[config.mk]
export PLATFORM = sky130hd
export DESIGN_NAME = ccsds_turbo_enc_rsc_flat
export DESIGN_NICKNAME = d
export VERILOG_FILES = /design/src/rtl/ccsds_turbo_enc_rsc_pkg.sv /design/src/rtl/ccsds_turbo_enc_rsc_if.sv /design/src/rtl/ccsds_turbo_enc_rsc.sv /design/src/flat_wrapper.sv
export SDC_FILE = /design/constraint.sdc
export NUM_CORES = 1
export LEC_CHECK = 0
export ABC_CLOCK_PERIOD_IN_PS = 3100
export BUFFER_PORTS_ARGS = -buffer_cell sky130_fd_sc_hd__buf_4
export CAP_MARGIN = 20
export CORE_MARGIN = 5
export CORE_UTILIZATION = 50
export DETAILED_ROUTE_END_ITERATION = 7
export PLACE_DENSITY_LB_ADDON = 0.12
export SYNTH_ARGS = -nofsm -noshare
export SYNTH_HDL_FRONTEND = slang
export SYNTH_SLANG_ARGS = --single-unit
[constraint.sdc]
create_clock -name iclk -period 3.1 [get_ports iclk]
set_input_delay 0.155 -clock iclk [delete_from_list [all_inputs] [get_ports iclk]]
set_output_delay 0.155 -clock iclk [all_outputs]
set_load 0.1 [all_outputs]
[src/rtl/ccsds_turbo_enc_rsc_pkg.sv]
// Shared trellis constants for the CCSDS turbo code (encoder and decoder side).
// Polynomials are stored with bit i = coefficient of D^i.
package ccsds_turbo_enc_rsc_pkg;

   localparam int cSTATE_NUM = 16;
   localparam int cMEM       = $clog2(cSTATE_NUM);

   localparam logic [cMEM:0] cG0 = 5'b11001;  // 1+D^3+D^4 (feedback)
   localparam logic [cMEM:0] cG1 = 5'b11011;  // 1+D+D^3+D^4
   localparam logic [cMEM:0] cG2 = 5'b10101;  // 1+D^2+D^4
   localparam logic [cMEM:0] cG3 = 5'b11111;  // 1+D+D^2+D^3+D^4

   localparam int cTAIL_NUM = 4;

   typedef enum logic [1:0] {
      ST_IDLE,
      ST_DATA,
      ST_TAIL
   } state_e;

   // word = {p3,p2,p1,sys}
   typedef struct packed {
      logic [3:0]      word;
      logic [cMEM-1:0] ns;
   } step_t;

endpackage

[src/rtl/ccsds_turbo_enc_rsc_if.sv]
// Bit-stream in / coded-word out handshake of one RSC constituent encoder.
interface ccsds_turbo_enc_rsc_if;

   logic       iclkena;
   logic       ival;
   logic       isop;
   logic       ieop;
   logic       idat;
   logic       ordy;
   logic       oval;
   logic       osop;
   logic       oeop;
   logic       otail;
   logic [3:0] odat;

   modport master (
      output iclkena, ival, isop, ieop, idat,
      input  ordy, oval, osop, oeop, otail, odat
   );

   modport slave (
      input  iclkena, ival, isop, ieop, idat,
      output ordy, oval, osop, oeop, otail, odat
   );

endinterface

[src/rtl/ccsds_turbo_enc_rsc.sv]
// CCSDS 16-state RSC constituent encoder: one bit per accepted cycle, registered
// {p3,p2,p1,sys} output, followed by trellis termination back to state 0.
module ccsds_turbo_enc_rsc
   import ccsds_turbo_enc_rsc_pkg::*;
#(
   parameter int pTAIL_NUM = cTAIL_NUM
) (
   input  logic                  iclk,
   input  logic                  ireset,
   ccsds_turbo_enc_rsc_if.slave  bus
);

   localparam int CW = (pTAIL_NUM > 1) ? $clog2(pTAIL_NUM) : 1;

   // s[0] holds the newest bit, s[cMEM-1] the oldest (D^4) tap.
   function automatic step_t step(input logic u, input logic [cMEM-1:0] s);
      logic  a;
      step_t r;
      a      = u ^ (^(cG0[cMEM:1] & s));
      r.word = {a ^ (^(cG3[cMEM:1] & s)),
                a ^ (^(cG2[cMEM:1] & s)),
                a ^ (^(cG1[cMEM:1] & s)),
                u};
      r.ns   = {s[cMEM-2:0], a};
      return r;
   endfunction

   state_e          state_q, state_d;
   logic [cMEM-1:0] s_q, s_d;
   logic [CW-1:0]   cnt_q, cnt_d;
   logic            oval_q, oval_d;
   logic            osop_q, osop_d;
   logic            oeop_q, oeop_d;
   logic            otail_q, otail_d;
   logic [3:0]      odat_q, odat_d;

   logic            ordy;
   logic            acc;
   logic            u_in;
   logic [cMEM-1:0] s_in;
   step_t           st;

   assign ordy = (state_q != ST_TAIL);
   assign acc  = bus.iclkena & bus.ival & ordy;

   always_comb begin
      state_d = state_q;
      s_d     = s_q;
      cnt_d   = cnt_q;
      oval_d  = oval_q;
      osop_d  = osop_q;
      oeop_d  = oeop_q;
      otail_d = otail_q;
      odat_d  = odat_q;

      // A frame start always encodes from the zero state; tail feeds back a=0.
      s_in = s_q;
      u_in = bus.idat;
      if (state_q == ST_IDLE || bus.isop) s_in = '0;
      if (state_q == ST_TAIL) begin
         s_in = s_q;
         u_in = ^(cG0[cMEM:1] & s_q);
      end
      st = step(u_in, s_in);

      if (bus.iclkena) begin
         oval_d  = 1'b0;
         osop_d  = 1'b0;
         oeop_d  = 1'b0;
         otail_d = 1'b0;
         case (state_q)
            ST_IDLE: begin
               if (acc && bus.isop) begin
                  s_d     = st.ns;
                  odat_d  = st.word;
                  oval_d  = 1'b1;
                  osop_d  = 1'b1;
                  state_d = bus.ieop ? ST_TAIL : ST_DATA;
               end
            end
            ST_DATA: begin
               if (acc) begin
                  s_d    = st.ns;
                  odat_d = st.word;
                  oval_d = 1'b1;
                  osop_d = bus.isop;
                  if (bus.ieop) state_d = ST_TAIL;
               end
            end
            ST_TAIL: begin
               s_d     = st.ns;
               odat_d  = st.word;
               oval_d  = 1'b1;
               otail_d = 1'b1;
               cnt_d   = cnt_q + CW'(1);
               if (cnt_q == CW'(pTAIL_NUM - 1)) begin
                  oeop_d  = 1'b1;
                  cnt_d   = '0;
                  state_d = ST_IDLE;
               end
            end
            default: state_d = ST_IDLE;
         endcase
      end
   end

   always_ff @(posedge iclk or negedge ireset) begin
      if (!ireset) begin
         state_q <= ST_IDLE;
         s_q     <= '0;
         cnt_q   <= '0;
         oval_q  <= 1'b0;
         osop_q  <= 1'b0;
         oeop_q  <= 1'b0;
         otail_q <= 1'b0;
         odat_q  <= '0;
      end else begin
         state_q <= state_d;
         s_q     <= s_d;
         cnt_q   <= cnt_d;
         oval_q  <= oval_d;
         osop_q  <= osop_d;
         oeop_q  <= oeop_d;
         otail_q <= otail_d;
         odat_q  <= odat_d;
      end
   end

   assign bus.ordy  = ordy;
   assign bus.oval  = oval_q;
   assign bus.osop  = osop_q;
   assign bus.oeop  = oeop_q;
   assign bus.otail = otail_q;
   assign bus.odat  = odat_q;

   // Termination must land the trellis back in state 0 with the last tail word.
   a_tail_zero: assert property (@(posedge iclk) disable iff (!ireset)
      (oval_q && oeop_q) |-> (s_q == '0));

endmodule

[src/flat_wrapper.sv]
// flat-port wrapper written by rule: the top's interface ports become plain ports
module ccsds_turbo_enc_rsc_flat import ccsds_turbo_enc_rsc_pkg::*;
#(
   parameter int pTAIL_NUM = cTAIL_NUM
)
  (iclk, ireset, bus_iclkena, bus_ival, bus_isop, bus_ieop, bus_idat, bus_ordy, bus_oval, bus_osop, bus_oeop, bus_otail, bus_odat);
  ccsds_turbo_enc_rsc_if bus_i ();
  input  logic iclk;
  input  logic ireset;
  input wire logic [$bits(bus_i.iclkena)-1:0] bus_iclkena;
  input wire logic [$bits(bus_i.ival)-1:0] bus_ival;
  input wire logic [$bits(bus_i.isop)-1:0] bus_isop;
  input wire logic [$bits(bus_i.ieop)-1:0] bus_ieop;
  input wire logic [$bits(bus_i.idat)-1:0] bus_idat;
  output wire logic [$bits(bus_i.ordy)-1:0] bus_ordy;
  output wire logic [$bits(bus_i.oval)-1:0] bus_oval;
  output wire logic [$bits(bus_i.osop)-1:0] bus_osop;
  output wire logic [$bits(bus_i.oeop)-1:0] bus_oeop;
  output wire logic [$bits(bus_i.otail)-1:0] bus_otail;
  output wire logic [$bits(bus_i.odat)-1:0] bus_odat;
  assign bus_i.iclkena = bus_iclkena;
  assign bus_i.ival = bus_ival;
  assign bus_i.isop = bus_isop;
  assign bus_i.ieop = bus_ieop;
  assign bus_i.idat = bus_idat;
  assign bus_ordy = bus_i.ordy;
  assign bus_oval = bus_i.oval;
  assign bus_osop = bus_i.osop;
  assign bus_oeop = bus_i.oeop;
  assign bus_otail = bus_i.otail;
  assign bus_odat = bus_i.odat;
  ccsds_turbo_enc_rsc #(.pTAIL_NUM(pTAIL_NUM)) u_core (.iclk(iclk), .ireset(ireset), .bus(bus_i));
endmodule
**Word level (Yosys, flattened, before mapping)**

Index checks and enable logic that the tools add are counted.

- Register bits after elaboration: 16
- Input port bits: 7
- Output and inout bits: 9
- Logic and storage cells: 59

- Add/subtract/negate cells: 1
- Equal/unequal tests: 8
- Mux-type cells: 24
- Bitwise gates (word level): 6
- Reduce and logical (&&, ||, !) cells: 12

Operators by type and width:

| operator | count |
|---|---|
| $mux W4 | 6 |
| $pmux W4 S3 | 2 |
| $reduce_xor A4 Y1 | 5 |
| $mux W2 | 6 |
| $ne A2 B2 Y1 const B | 4 |
| $mux W1 | 7 |
| $pmux W2 S3 | 1 |
| $reduce_and A5 Y1 | 1 |
| $eq A2 B2 Y1 const B | 2 |
| $reduce_and A4 Y1 | 1 |
| $xor A1 B1 Y1 | 4 |
| $pmux W1 S3 | 1 |
| $reduce_bool A3 Y1 | 1 |
| $add A2 B1 Y2 const B | 1 |
| $and A1 B1 Y1 | 2 |
| $eq A2 B1 Y1 const B | 1 |
| $logic_not A2 Y1 | 1 |
| $ne A2 B1 Y1 const B | 1 |
| $pmux W1 S2 | 1 |
| $reduce_and A2 Y1 | 1 |
| $logic_and A1 B1 Y1 | 1 |
| $logic_or A1 B1 Y1 | 1 |

**Depth between registers and ports, before layout**

Gate-level depths: netlist of the first run.

- Depth after elaboration: 9
- Gate-level depth with buffers: 7
- Mapped depth without buffers: 5

**Worst setup path after synthesis of the first run**

OpenSTA, ideal clock, no wires.

- Path type: register to register
- Start: register u_core.state_q[0]
- End: register u_core.state_q[1]
- Arrival time: 1.448 ns
- Data required time: 2.972 ns
- Path slack: 1.524 ns
- Cell stages (with the launch flop): 5
- Buffers on the path: 1
- Cells stage by stage: dfrtp_1 -> buf_2 -> nand2b_4 -> o211ai_1 -> mux2_1

- Cells in the longest elaborated chain, start to end: 5
- Elaborated cells on any way between the ends: 12
- Classes of those cells: eq/ne: 7; mux: 1; bitwise: 1; reduce/logical: 3

Ends and longest elaborated chain:

| element | line | text |
|---|---|---|
| start: declaration | ccsds_turbo_enc_rsc.sv:28 | `state_e state_q, state_d;` |
| start signal: assignment | ccsds_turbo_enc_rsc.sv:118 | `state_q <= state_d;` |
| $ne A2 B2 Y1 * | ccsds_turbo_enc_rsc.sv:43 | `assign ordy = (state_q != ST_TAIL);` |
| named net bus_ordy | flat_wrapper.sv:15 | `output wire logic [$bits(bus_i.ordy)-1:0] bus_ordy;` |
| $and A1 B1 Y1 * | ccsds_turbo_enc_rsc.sv:44 | `assign acc = bus.iclkena & bus.ival & ordy;` |
| $logic_and A1 B1 Y1 | ccsds_turbo_enc_rsc.sv:73 | `if (acc && bus.isop) begin` |
| $ne A2 B2 Y1 (no source line) | - |  |
| $reduce_and A5 Y1 (no source line) * | - |  |

The timed path passes the listed nets; every way through them passes the cells marked *.
A chain may end at the register's enable or synchronous reset.

**Final worst setup path of the first run**

- Start: register u_core.s_q[3]
- End: register u_core.odat_q[2], in the netlist u_core.bus.odat[2]

- Cells in the longest elaborated chain, start to end: 7
- Elaborated cells on any way between the ends: 11
- Classes of those cells: mux: 6; bitwise: 2; reduce/logical: 3

Ends and longest elaborated chain:

| element | line | text |
|---|---|---|
| start: declaration | ccsds_turbo_enc_rsc.sv:29 | `logic [cMEM-1:0] s_q, s_d;` |
| start signal: assignment | ccsds_turbo_enc_rsc.sv:110 | `s_q <= '0;` |
| start signal: assignment | ccsds_turbo_enc_rsc.sv:119 | `s_q <= s_d;` |
| $mux W4 | ccsds_turbo_enc_rsc.sv:59 | `if (state_q == ST_IDLE \|\| bus.isop) s_in = '0;` |
| $mux W4 | ccsds_turbo_enc_rsc.sv:60 | `if (state_q == ST_TAIL) begin` |
| $reduce_xor A4 Y1 | ccsds_turbo_enc_rsc.sv:19 | `a = u ^ (^(cG0[cMEM:1] & s));` |
| $xor A1 B1 Y1 | ccsds_turbo_enc_rsc.sv:19 |  |
| $xor A1 B1 Y1 * | ccsds_turbo_enc_rsc.sv:21 | `a ^ (^(cG2[cMEM:1] & s)),` |
| $mux W4 (on tied branches) | ccsds_turbo_enc_rsc.sv:82, ccsds_turbo_enc_rsc.sv:73 |  |
| $pmux W4 S3 * | ccsds_turbo_enc_rsc.sv:71 | `case (state_q)` |
| end signal: assignment | ccsds_turbo_enc_rsc.sv:125 | `odat_q <= odat_d;` |
| end: declaration | ccsds_turbo_enc_rsc.sv:35 | `logic [3:0] odat_q, odat_d;` |

Mark *: on every way between the ends. The rest lies on a longest branch, timed or not. The select of a mux whose other input is x is not followed.

==> results.ini, run 1 <==
[logic_synthesis]
yosys-top-cells-count=nand2_1, dfrtp_1, o21ai_1
synth_edf_count=0
syn_area_per_cell_um2=9.62
yosysSeqAreaShare_pct=49.5
netlist_area_um2=808
synth_top_area_share_pct=49.5
yosysMostFrequentCell=nand2_1
synth-async-reset-ratio_pct=100
synth_warnings=0
ys_seq_elements=16
synth.largest_area_cell=dfrtp_1
synth_cell_types=28
synth_area_leaders=dfrtp_1, nand2_1, o21ai_1
syn-num-nets=92
synthCells=84
synthFlopType=dfrtp_1

[worst_setup_path]
max_stage_delay_ns=0.45
cp.arrival_ns=1.61
crit_chain=xnor2_1 > nor2_1 > xor2_1 > a221oi_1 > o31ai_2
critPathRequiredTime_ns=3.26
crit_type=reg -> reg
cp-start-kind=register
worstPathMaxFanout=5
ff2ff_path_depth=5
r2r-start=u_core.s_q[3]
worstReg2RegEnd=u_core.bus.odat[2]
rrSetupSlack_ns=1.65
cp-end-kind=register
critPathSlowestCell=dfrtp_1

[floorplan]
dieArea_um2=2520
initial_core_util_pct=53.0
die_h_um=50.2
io_pins=16
core_area_um2=1520
num_rows=14
die_w_um=50.2

[sta]
tightest_slew_ns=0.323
setup_viol=0
drv_slew=0
skew_ns=0.00290
post-route-period-util_pct=46.9
fin_tns_setup_ns=0
max_freq_mhz=688
hold_slack_ns=0.0626
min_period_ns=1.45
rsz0062_at_grt=no
maxSlewHeadroom_pct=78.5
hold_violations=0

[worst_hold_path]
hold_depth=2
min_from=bus_ieop
hold_end=u_core.state_q[0]
worstHoldPathType=in -> reg

[cells_and_area]
drive_above_1_share_pct=22.2
syn_to_final_growth_pct=18.1
antenna_cells=0
nets=109
fillers=150

[placed_design]
portBuffers=15
place_hpwl_mm=1.09
gp_congestion=0.733

[clocking]
cts.path.max_buffers=2
clkTransAtPathRegs_ns=0.09
post_cts_buffers=0
cts_tree=yes
clock-root-buffer=clkbuf_4
ctsHtreeMaxLevel=1
cts_buffers=3
clk-insertion-delay-late_ns=0.27
clkSinkCount=16

[run_status]
status=completed

[global_route]
grt_pass1_wl_mm=2.67
grt.total_usage_pct=13.5
grt_antenna_before_repair=0
grt.overflow.total=0
grt_max_degree=18
first_global_vias=570

[routing]
vias_per_cell=5.31
wire_per_inst_um=12.6
firstDrtPassIters=4
ant_nets=0
vias=611
first_iter_violations=10
drc=0
totalWireLength_mm=1.45

[flow_run]
cap_violations=0

worst max-delay path by stage:
stage	to	start	slack, ns	cells after the start
after floorplan	u_core.state_q[1]	u_core.state_q[0]	1.52	4
after CTS	u_core.bus.odat[2]	u_core.s_q[3]	1.64	5
after detailed placement	u_core.bus.odat[2]	u_core.s_q[2]	1.66	5
after global placement	u_core.bus.odat[2]	u_core.s_q[2]	1.66	5
after global routing	u_core.bus.odat[2]	u_core.s_q[3]	1.49	5
final	u_core.bus.odat[2]	u_core.s_q[3]	1.65	5
timing repair:
action                                 4_1_cts  5_1_grt
hold buffers                                 1        0
endpoints found under the hold margin       16        0
gates resized for setup                      0        0
critical path, delay by kind of cell, from the launching register on:
kind / cells / cell delay [ns]
compound gates: 2 / 0.46
flops: 1 / 0.45
xor+xnor: 2 / 0.35
simple gates: 1 / 0.07
placed cells by master, fill, tap and decap left out:
| cell | instances |
|---|---|
| a21o_1 | 1 |
| xor2_1 | 4 |
| o22ai_1 | 1 |
| clkbuf_4 | 3 |
| o31ai_2 | 1 |
| nor3b_1 | 1 |
| ha_1 | 1 |
| nand2b_4 | 1 |
| nand2_1 | 17 |
| a21oi_1 | 2 |
| a221oi_1 | 1 |
| o211ai_1 | 1 |
| nand3_2 | 1 |
| nor3_1 | 1 |
| dfrtp_1 | 16 |
| dlygate4sd3_1 | 1 |
| o31ai_1 | 1 |
| nand2b_1 | 2 |
| nand4b_1 | 1 |
| mux2_1 | 2 |
| nand3b_1 | 2 |
| o21ai_1 | 9 |
| buf_4 | 15 |
| o21ai_0 | 2 |
| inv_1 | 4 |
| nor2_1 | 3 |
| xnor2_1 | 3 |
| a21oi_2 | 1 |
| nor2b_1 | 1 |
metal layers:
metal	global-route usage [%]	vias to the layer above	wire length, um
li1	-	314	-
met1	17.7	278	678
met2	19.7	17	618
met3	5.62	2	129
met4	5.24	0	19
met5	0	-	0
cells by family after synthesis:
kind of cell	count (synthesis)	synth area share, %
and+or+nand+nor	30	19.0
AOI/OAI and AO/OA	20	15.3
xor gates and xnor gates	7	7.59
buffers and inverters	8	4.18
DFF	16	49.5
muxes	2	2.79
adders and majority gates	1	1.55
registers in the layout, indices dropped and copies added, names as in the netlist:
signal	flops
u_core.bus.odat	4
u_core.bus.oeop	1
u_core.bus.osop	1
u_core.bus.otail	1
u_core.bus.oval	1
u_core.cnt_q	2
u_core.s_q	4
u_core.state_q	2
through the flow:
step	instance area [um^2]	setup WS [ns]	cells	utilization, %
floorplan	808	1.52	84	-
global placement	922	1.66	111	60.5
detailed placement	922	1.66	111	60.5
CTS	955	1.64	115	62.6
global route	955	1.49	115	62.6
finish	955	1.65	115	62.6
layout make-up:
class	count	area, um^2	share of cell area [%]
multi-input cells	60	374	39.2
clock buffers	3	22.5	2.36
well taps	16	20.0	2.10
repair buffers	16	123	12.8
inverters	4	15.0	1.57
flip-flops and latches	16	400	41.9
Power of run 1 is left out: the tool's default activity adds up to more than one toggle a clock period on the data nets, which glitch-free logic cannot reach.
==> inputs of run 2 (changes only) <==
Settings changed: ABC_AREA set to 1, ABC_CLOCK_PERIOD_IN_PS 3100 to 1200, CORE_UTILIZATION 50 to 49.
Clock period 3.1 ns to 1.2 ns, I/O delays scaled along.
==> results.ini, run 2 <==
[logic_synthesis]
ys_seq_elements=16  ; unchanged
yosys-top-cells-count=nand2_1, dfrtp_1, nand3_1
synthAdderAreaFrac_pct=1.31  ; -0.24 points
synth_area_leaders=dfrtp_1, nand2_1, nand3_1
synth_mux_area_share_pct=0  ; -2.8 points
synth_top_area_share_pct=41.8  ; -7.7 points
synthFlopType=dfrtp_1
syn-num-nets=131  ; +42%
syn_area_per_cell_um2=7.78  ; -19%
yosysMostFrequentCell=nand2_1
synth-simple-area-share_pct=38.2  ; +19 points
synth_cell_types=22  ; -21%
synth-async-reset-ratio_pct=100  ; unchanged
synth_top_family_by_area=simple AND/OR/NAND/NOR gates
synth_compound_area_share_pct=10.2  ; -5.1 points
yosysSeqAreaShare_pct=41.8  ; -7.7 points
synth_edf_count=0  ; unchanged
synth_warnings=0  ; unchanged
synth_xor_area_share_pct=0  ; -7.6 points
netlist_area_um2=957  ; +18%
synthCells=123  ; +46%
synth.largest_area_cell=dfrtp_1

[global_route]
grt_antenna_before_repair=0  ; unchanged
first_global_vias=900  ; +58%
grt.total_usage_pct=19.7  ; +6.2 points
grt.overflow.total=0  ; unchanged
grt_pass1_wl_mm=4.00  ; +50%
grt_max_degree=17  ; -1

[clocking]
cts_buffers=3  ; unchanged
clkTransAtPathRegs_ns=0.09  ; about the same
clk-insertion-delay-late_ns=0.30  ; +0.03 ns
clkSinkCount=16  ; unchanged
cts_tree=yes
clock-root-buffer=clkbuf_4
cts.path.max_buffers=2  ; unchanged
ctsHtreeMaxLevel=1  ; unchanged

[floorplan]
initial_core_util_pct=50.3  ; -2.7 points
dieArea_um2=2940  ; +17%
die_h_um=54.2  ; +7.9%
core_area_um2=1900  ; +25%
io_pins=16  ; unchanged
num_rows=16  ; +2
die_w_um=54.2  ; +7.9%

[worst_setup_path]
critPathLaunch=u_core.state_q[1]
cp-end-kind=register
crit_end=u_core.bus.oval
crit_type=reg -> reg
worstReg2RegEnd=u_core.bus.oval
critPathRequiredTime_ns=1.39  ; -1.87 ns
cp-start-kind=register
cp.arrival_ns=1.54  ; -0.07 ns
ff2ff_path_depth=6  ; +1
r2r-start=u_core.state_q[1]
rrSetupSlack_ns=-0.14  ; -1.79 ns
worstPathMaxFanout=7  ; +2

[power_and_ir_drop]
leakage_nw=0.690
p_per_area_nw_per_um2=3040
power.total_mw=4.40
peakVddDrop_v=0.00186

[placed_design]
portBuffers=15  ; unchanged
gp_congestion=0.863  ; +18%
place_hpwl_mm=1.62  ; +49%
dpl.cell_count=173  ; +56%

[cells_and_area]
antenna_cells=0  ; unchanged
syn_to_final_growth_pct=51.1
drive_above_1_share_pct=51.9  ; +30 points
fillers=137  ; -8.7%
final_common_cell=nand2_1
layout_common_cells=nand2_1, buf_4, dfrtp_1
nets=167  ; +53%
final_cells=185  ; +61%

[sta]
post-route-period-util_pct=112  ; +65 points
hold_violations=0  ; unchanged
rsz0062_at_grt=yes
tightest_slew_ns=0.287  ; -0.0360 ns
fin_ws_ns=-0.145  ; -1.79 ns
drv_slew=0  ; unchanged
min_period_ns=1.34  ; -0.108 ns
maxSlewHeadroom_pct=80.8  ; +2.4 points
skew_ns=0.00970  ; +0.00680 ns
setup_viol=13  ; +13
max_freq_mhz=744  ; +8.0%

[run_status]
violations=negative setup slack
status=finished, violations left

[flow_run]
cap_violations=0  ; unchanged

[routing]
vias_per_cell=5.03  ; -5.4%
wire_per_inst_um=14.0  ; +11%
totalWireLength_mm=2.58  ; +79%
vias=930  ; +52%
firstDrtPassIters=4  ; unchanged
first_iter_violations=11  ; +1
drc=0  ; unchanged
ant_nets=0  ; unchanged

[worst_hold_path]
worstHoldPathType=in -> reg

run 2: per-stage QoR:
step	TNS, ns	worst slack [ns]	area, um^2	hold slack (ns)	utilization [%]
floorplan	-1.18	-0.154	986	-0.236	-
CTS	-0.863	-0.101	1320	0.0582	69.1
global placement	-0.635	-0.0977	1180	-0.0698	62.3
global route	-2.22	-0.194	1450	0.0618	76.1
finish	-1.31	-0.145	1450	0.0570	76.1
detailed placement	-1.04	-0.146	1180	-0.0669	62.3
run 2: area by class of cell:
class	instances	area, um^2	area share [%]
sequential	16	403	27.9
inverter	15	76.3	5.28
tap	27	33.8	2.34
timing repair buffer	32	259	17.9
clock buffer	4	36.3	2.51
multi-input combinational	91	638	44.1
run 2: timing repair:
item,CTS,global route
buffers inserted,3,3
hold buffers,1,0
resized for setup,16,30
pin swaps,8,11
hold endpoints to repair,16,0
endpoints found under the setup margin,14,16
cloned,1,0
run 2: worst max-delay path: stages (launching register included):
cell and delay, ns:
dfrtp_2 0.49, buf_4 0.17, nor2_2 0.18, nand2_4 0.13, nand2_8 0.12, buf_4 0.11
nand2_1 0.04
run 2: how the worst min path moves through the flow:
stage / startpoint / end / slack (ns) / depth (start not counted)
2_1_floorplan: ireset / u_core.bus.odat[0] / -0.24 / 0
3_3_place_gp: ireset / u_core.bus.otail / -0.07 / 1
3_5_place_dp: ireset / u_core.bus.oeop / -0.07 / 1
4_1_cts: bus_ieop / u_core.state_q[0] / 0.06 / 4
5_1_grt: bus_ieop / u_core.state_q[0] / 0.06 / 4
6_report: bus_ieop / u_core.state_q[0] / 0.06 / 4
run 2: logic make-up after synthesis:
| kind of cell | after synthesis |
|---|---|
| AOI/OAI and AO/OA | 14 |
| adders and majority gates | 1 |
| buffers and inverters | 17 |
| DFF | 16 |
| and+or+nand+nor | 75 |
run 2: power breakdown:
part / switching (mW) / internal (mW)
clock: 0.179 / 0.185
combinational: 2.09 / 0.999
sequential: 0.194 / 0.750
total: 2.46 / 1.94
run 2: routing by layer:
layer  track usage (%)  part of all wire, %  wire length (um)
met1              23.5                   43              1100
met3              3.88                  5.9               153
met5                 0                    0                 0
met2              34.3                   49              1270
met4              7.47                  2.3                60
Power figures use the tool's default switching activity.
